`config.mk`:
```
export PLATFORM = sky130hd
export DESIGN_NAME = btn_event_arbiter_flat
export DESIGN_NICKNAME = d
export VERILOG_FILES = /design/src/rtl/btn_event_arbiter_if.sv /design/src/rtl/btn_event_arbiter.sv /design/src/flat_wrapper.sv
export SDC_FILE = /design/constraint.sdc
export NUM_CORES = 1
export LEC_CHECK = 0
export BUFFER_PORTS_ARGS = -buffer_cell sky130_fd_sc_hd__buf_2
export CAP_MARGIN = 15
export CORE_MARGIN = 2
export CORE_UTILIZATION = 40
export DETAILED_ROUTE_END_ITERATION = 10
export GPL_TIMING_DRIVEN = 0
export PLACE_DENSITY = 0.51
export SYNTH_ARGS = -nofsm -noshare
export SYNTH_HDL_FRONTEND = slang
export SYNTH_SLANG_ARGS = --single-unit
export TNS_END_PERCENT = 20
```
`constraint.sdc`:
```
create_clock -name clk -period 3.15 [get_ports clk]
set_input_delay 0.1575 -clock clk [delete_from_list [all_inputs] [get_ports clk]]
set_output_delay 0.1575 -clock clk [all_outputs]
set_load 0.005 [all_outputs]
```
`src/rtl/btn_event_arbiter_if.sv`:
```
// btn_event_arbiter_if: button/event bus between the CPU-side IO block (master) and the arbiter (slave)
interface btn_event_arbiter_if #(
  parameter int N_BTN      = 4,
  parameter int FIFO_DEPTH = 4
);
  localparam int CW = $clog2(N_BTN);
  localparam int AW = $clog2(FIFO_DEPTH);
  logic [N_BTN-1:0] btn_raw;
  logic             evt_pop;
  logic             ovf_clr;
  logic             evt_valid;
  logic [CW-1:0]    evt_code;
  logic [AW:0]      evt_count;
  logic             overflow;
  modport master (output btn_raw, evt_pop, ovf_clr, input evt_valid, evt_code, evt_count, overflow);
  modport slave  (input btn_raw, evt_pop, ovf_clr, output evt_valid, evt_code, evt_count, overflow);
endinterface

```
`src/rtl/btn_event_arbiter.sv`:
```
// btn_event_arbiter: sync + debounce buttons, one event per press, round-robin into an event FIFO
module btn_event_arbiter #(
  parameter int N_BTN      = 4,
  parameter int DB_CYCLES  = 1000000,
  parameter int CNT_W      = 20,
  parameter int FIFO_DEPTH = 4
) (
  input logic                clk,
  input logic                reset_n,
  btn_event_arbiter_if.slave bus
);
  localparam int CW = $clog2(N_BTN);
  localparam int AW = $clog2(FIFO_DEPTH);
  logic [N_BTN-1:0] sync0_q, sync1_q, stable_q, stable_d, prev_q, pending_q, pending_d, rise, gmask;
  logic [CNT_W-1:0] cnt_q [N_BTN];
  logic [CNT_W-1:0] cnt_d [N_BTN];
  logic [CW-1:0]    rr_q, rr_d, g, idx;
  logic [CW-1:0]    mem_q [FIFO_DEPTH];
  logic [AW-1:0]    wr_q, rd_q;
  logic [AW:0]      count_q, count_d;
  logic             found, pop, push, ovf_q, ovf_d;
  always_comb begin
    stable_d = stable_q;
    for (int i = 0; i < N_BTN; i++) begin
      cnt_d[i] = '0;
      if (sync1_q[i] != stable_q[i]) begin
        if (cnt_q[i] == CNT_W'(DB_CYCLES - 1)) stable_d[i] = sync1_q[i];
        else cnt_d[i] = cnt_q[i] + CNT_W'(1);
      end
    end
  end
  assign rise = stable_q & ~prev_q;
  // first pending index at or after rr_q, wrapping
  always_comb begin
    found = 1'b0;
    g     = '0;
    idx   = '0;
    for (int k = 0; k < N_BTN; k++) begin
      idx = CW'((int'(rr_q) + k) % N_BTN);
      if (!found && pending_q[idx]) begin
        g     = idx;
        found = 1'b1;
      end
    end
  end
  assign pop       = bus.evt_pop && (count_q != '0);
  assign push      = found && ((count_q != (AW+1)'(FIFO_DEPTH)) || pop);
  assign gmask     = push ? (N_BTN'(1) << g) : '0;
  assign pending_d = (pending_q & ~gmask) | rise;
  assign rr_d      = push ? ((g == CW'(N_BTN - 1)) ? '0 : g + CW'(1)) : rr_q;
  assign count_d   = count_q + (AW+1)'(push) - (AW+1)'(pop);
  // a press landing on a still-queued request is lost; set beats clear
  assign ovf_d     = (|(rise & pending_q & ~gmask)) ? 1'b1 : bus.ovf_clr ? 1'b0 : ovf_q;
  always_ff @(posedge clk or negedge reset_n) begin
    if (!reset_n) begin
      sync0_q   <= '0;
      sync1_q   <= '0;
      stable_q  <= '0;
      prev_q    <= '0;
      pending_q <= '0;
      rr_q      <= '0;
      wr_q      <= '0;
      rd_q      <= '0;
      count_q   <= '0;
      ovf_q     <= 1'b0;
      for (int i = 0; i < N_BTN; i++) cnt_q[i] <= '0;
    end else begin
      sync0_q   <= bus.btn_raw;
      sync1_q   <= sync0_q;
      stable_q  <= stable_d;
      prev_q    <= stable_q;
      pending_q <= pending_d;
      rr_q      <= rr_d;
      wr_q      <= push ? wr_q + AW'(1) : wr_q;
      rd_q      <= pop ? rd_q + AW'(1) : rd_q;
      count_q   <= count_d;
      ovf_q     <= ovf_d;
      for (int i = 0; i < N_BTN; i++) cnt_q[i] <= cnt_d[i];
    end
  end
  always_ff @(posedge clk) begin
    if (push) mem_q[wr_q] <= g;
  end
  assign bus.evt_valid = count_q != '0;
  assign bus.evt_code  = bus.evt_valid ? mem_q[rd_q] : '0;
  assign bus.evt_count = count_q;
  assign bus.overflow  = ovf_q;
endmodule

```
`src/flat_wrapper.sv`:
```
// flat-port wrapper written by rule: the top's interface ports become plain ports
module btn_event_arbiter_flat 
#(
  parameter int N_BTN      = 4,
  parameter int DB_CYCLES  = 1000000,
  parameter int CNT_W      = 20,
  parameter int FIFO_DEPTH = 4
)
  (clk, reset_n, bus_btn_raw, bus_evt_pop, bus_ovf_clr, bus_evt_valid, bus_evt_code, bus_evt_count, bus_overflow);
  btn_event_arbiter_if #(.N_BTN(N_BTN), .FIFO_DEPTH(FIFO_DEPTH)) bus_i ();
  input logic clk;
  input logic reset_n;
  input wire logic [$bits(bus_i.btn_raw)-1:0] bus_btn_raw;
  input wire logic [$bits(bus_i.evt_pop)-1:0] bus_evt_pop;
  input wire logic [$bits(bus_i.ovf_clr)-1:0] bus_ovf_clr;
  output wire logic [$bits(bus_i.evt_valid)-1:0] bus_evt_valid;
  output wire logic [$bits(bus_i.evt_code)-1:0] bus_evt_code;
  output wire logic [$bits(bus_i.evt_count)-1:0] bus_evt_count;
  output wire logic [$bits(bus_i.overflow)-1:0] bus_overflow;
  assign bus_i.btn_raw = bus_btn_raw;
  assign bus_i.evt_pop = bus_evt_pop;
  assign bus_i.ovf_clr = bus_ovf_clr;
  assign bus_evt_valid = bus_i.evt_valid;
  assign bus_evt_code = bus_i.evt_code;
  assign bus_evt_count = bus_i.evt_count;
  assign bus_overflow = bus_i.overflow;
  btn_event_arbiter #(.N_BTN(N_BTN), .DB_CYCLES(DB_CYCLES), .CNT_W(CNT_W), .FIFO_DEPTH(FIFO_DEPTH)) u_core (.clk(clk), .reset_n(reset_n), .bus(bus_i));
endmodule
```
==> summary.txt <==
Cell variety after synth: 50
crit-path max cell delay: 0.68 ns
Post-synth EDFFs: 8
Max VDD drop: 450 µV
area occupied by multi-input gates: 0.00249 mm²
Row Count: 43
Routed Antenna Nets: 0
Post-Synthesis Cells: 537
Max Fclk: 378 MHz
sequential cell area: 0.00299 mm²
commonest non-fill, non-tap cell in the layout: dfrtp_1
Worst-path clk slew: 0.05 ns
CTS tree: yes
die area: 0.0151 mm²
hold_sp: bus_ovf_clr
Setup Skew: 0.0105 ns
CP Data Arrival Time: 2.96 ns
Ports: 15
outcome: completed
worst setup margin: 0.505 ns
sequential share of the synthesized area: 52.9%
Post-layout nets: 599
Post-CTS Setup Bufs: 0
worst reg2reg path depth: 8
Yosys top cell by area: dfrtp_1
Critical Path End Type: register
Synth Flop Type: dfrtp_1
Inserted Diodes: 0
synth warn: 0
sequential power share: 43.9%
highest-count cells in the layout ignoring fill and taps: dfrtp_1 (110), nor2_1 (65), nand2_1 (32), xor2_1 (32)
critical path class: register to register
leakage dissipation: 2.75 nW
PortBufs: 14
Layout area overhead: 16.3%
die width: 123 µm
clk buf depth: 2
Core ar.: 0.0139 mm²
crit path cell chain: or4b_2 > buf_2 > and2_1 > buf_2 > ha_1 > fa_1 > xnor2_1 > xnor2_1
post-layout min period: 2.64 ns
cell family with most CP delay: simple AND/OR/NAND/NOR gates
Avg WL per Cell: 13.6 µm
ranking of synthesized cells by area: dfrtp_1 (49%), xor2_1 (4.9%), xnor2_1 (4.3%), nor2_1 (4.3%), edfxtp_1 (4.2%)
Global Route Usage Sum: 15.6%
Critical Path Slowest Stage Cell: or4b_2
max-slew violation count: 0
initial DRC count: 286
largest net degree at the start of global routing: 65
routability cong.: 0.804
DRC: 0
worst-skew pair later-pin latency: 0.41 ns
fraction of synthesis flops using an asynchronous set or reset pin: 93.2%
worst r2r dst: u_core.bus.evt_count[2]
Hold Path End: u_core.bus.overflow
synthesized area: 0.00566 mm²
fraction of layout cells with a size suffix above 1: 11.2%
vias in the first global route: 3923
Sw Pwr: 0.925 mW
PD cells: 586 mW/mm²
critical path depth: 8
CP Data Required Time: 3.47 ns
Sw Share: 24.0%
synthesized area per cell: 10.5 µm²
setup TNS: 0 ns
post-synth top area share: 48.6%
Hold Crit Depth: 3
R2R setup slack: 0.51 ns
RSZ-0062 raised after global routing: no
via/cell ratio: 5.16
TritonCTS Sinks: 118
fill cell total of the finished layout: 1295
DR vias: 3967
Buf+Inv Stages, Crit Path: 2
Clk pwr share: 46.4%
H-tree levels: 4
final WL: 10.5 mm
pre-CTS setup slack: 0.512 ns
Worst Hold Class: input port to register
Die H: 123 µm
Slew HR: 56.6%
GRT overflow: 0
Syn Nets: 560
Critical Path Fanout Max: 10
First-pass DRT Iterations: 5
max-cap check violation count: 0
share of power burned in combinational logic: 9.7%
Starting Density: 40.8%
Worst Tran Pin Value: 0.644 ns
CTS root buf: clkbuf_16
FF-to-FF Start: u_core.bus.evt_count[1]
crit start category: register
TritonCTS Buffers: 17
Final Cycle Share: 84.0%
first-pass GRT wire length: 18.6 mm
initial antenna violation count: 0
Yosys reg bits: 118
final hold violations: 0
setup-violating endpoint count in the final report: 0
cell-internal power: 2.94 mW
DP Wirelength: 7.08 mm
==> final cells by class <==
cell class	instances	area share [%]
well taps	180	3.42
inverters	28	1.60
multi-input cells	378	37.8
clock buffers	19	6.57
plain buffers	13	1.12
clock inverters	13	1.73
repair buffers	20	2.34
flip-flops and latches	118	45.4
==> routing by layer <==
metal	routed length [µm]	GRT usage, %	up-vias
met3	303	4.70	6
met5	0	0	-
met2	4880	24.3	46
met4	91	4.90	0
li1	-	-	1987
met1	5210	21.0	1928
==> cells in the mapped netlist (3+ instances only) <==
cell type and n:
buf_2 3, and2_1 8, nor4_1 12, dfrtp_1 110, and3_1 8, or4_1 10
xor2_1 32, ha_1 14, mux2_2 4, o21ai_0 15, nand3_1 24, nand4_1 24
clkbuf_1 4, nand4b_1 6, nand2_1 32, o31ai_1 9, xnor2_1 28, nor3_1 8
buf_4 3, and4_1 11, edfxtp_1 8, a21oi_1 25, nor2_1 65, or3_1 13
inv_1 28
==> worst min-delay path, stage by stage <==
cell and delay [ns]:
buf_2 0.07, nand2b_1 0.11, nand4_1 0.10
==> cell families after synthesis <==
| logic type | synth area share, % |
|---|---|
| buffers and inverters | 3.16 |
| XOR/XNOR | 9.28 |
| adder cells (fa/ha/maj) | 3.45 |
| AO/OA/AOI/OAI | 6.98 |
| AND/OR/NAND/NOR | 22.7 |
| multiplexers | 1.59 |
| flip-flops | 52.9 |
==> what timing repair did <==
| item | 4_1_cts | 5_1_grt |
|---|---|---|
| endpoints found under the hold margin | 50 | 0 |
| endpoints found under the setup margin | 0 | 0 |
| resized for setup | 0 | 0 |
| hold buffers | 5 | 0 |
==> flip-flops by register name, summed over array words and instances, names as in the netlist <==
signal	cells
u_core.pending_q	4
u_core.mem_q	8
u_core.stable_q	4
u_core.prev_q	4
u_core.sync0_q	4
u_core.wr_q	2
u_core.rd_q	2
u_core.cnt_q	80
u_core.bus.overflow	1
u_core.bus.evt_count	3
u_core.sync1_q	4
u_core.rr_q	2
==> stage by stage <==
stage	cells	hold WS, ns	power (mW)	instance area (µm²)	util, %
6_report	769	0.0978	3.86	6590	47.5
5_1_grt	769	0.105	4.05	6590	47.5
4_1_cts	769	0.0985	3.93	6590	47.5
3_5_place_dp	732	0.121	2.10	5990	43.2
3_3_place_gp	731	0.266	2.08	5960	42.9
2_1_floorplan	537	-0.138	1.95	5660	-
==> worst max-delay path by stage <==
stage | endpoint | from | slack [ns]
after floorplan | u_core.bus.evt_count[2] | u_core.bus.evt_count[1] | 0.69
after global placement | u_core.cnt_q[30] | reset_n | 0.51
after detailed placement | u_core.bus.evt_count[2] | u_core.bus.evt_count[1] | 0.51
after CTS | u_core.bus.evt_count[2] | u_core.bus.evt_count[1] | 0.50
after global routing | u_core.bus.evt_count[2] | u_core.bus.evt_count[1] | 0.40
final | u_core.bus.evt_count[2] | u_core.bus.evt_count[1] | 0.51
==> power by group through the flow <==
| stage | clock (mW) | combinational (mW) | sequential, mW |
|---|---|---|---|
| floorplan | 0 | 0.250 | 1.70 |
| global placement | 0 | 0.360 | 1.72 |
| detailed placement | 0 | 0.381 | 1.72 |
| CTS | 1.85 | 0.386 | 1.70 |
| global route | 1.91 | 0.438 | 1.70 |
| finish | 1.79 | 0.376 | 1.69 |
Power figures use the tool's default switching activity.
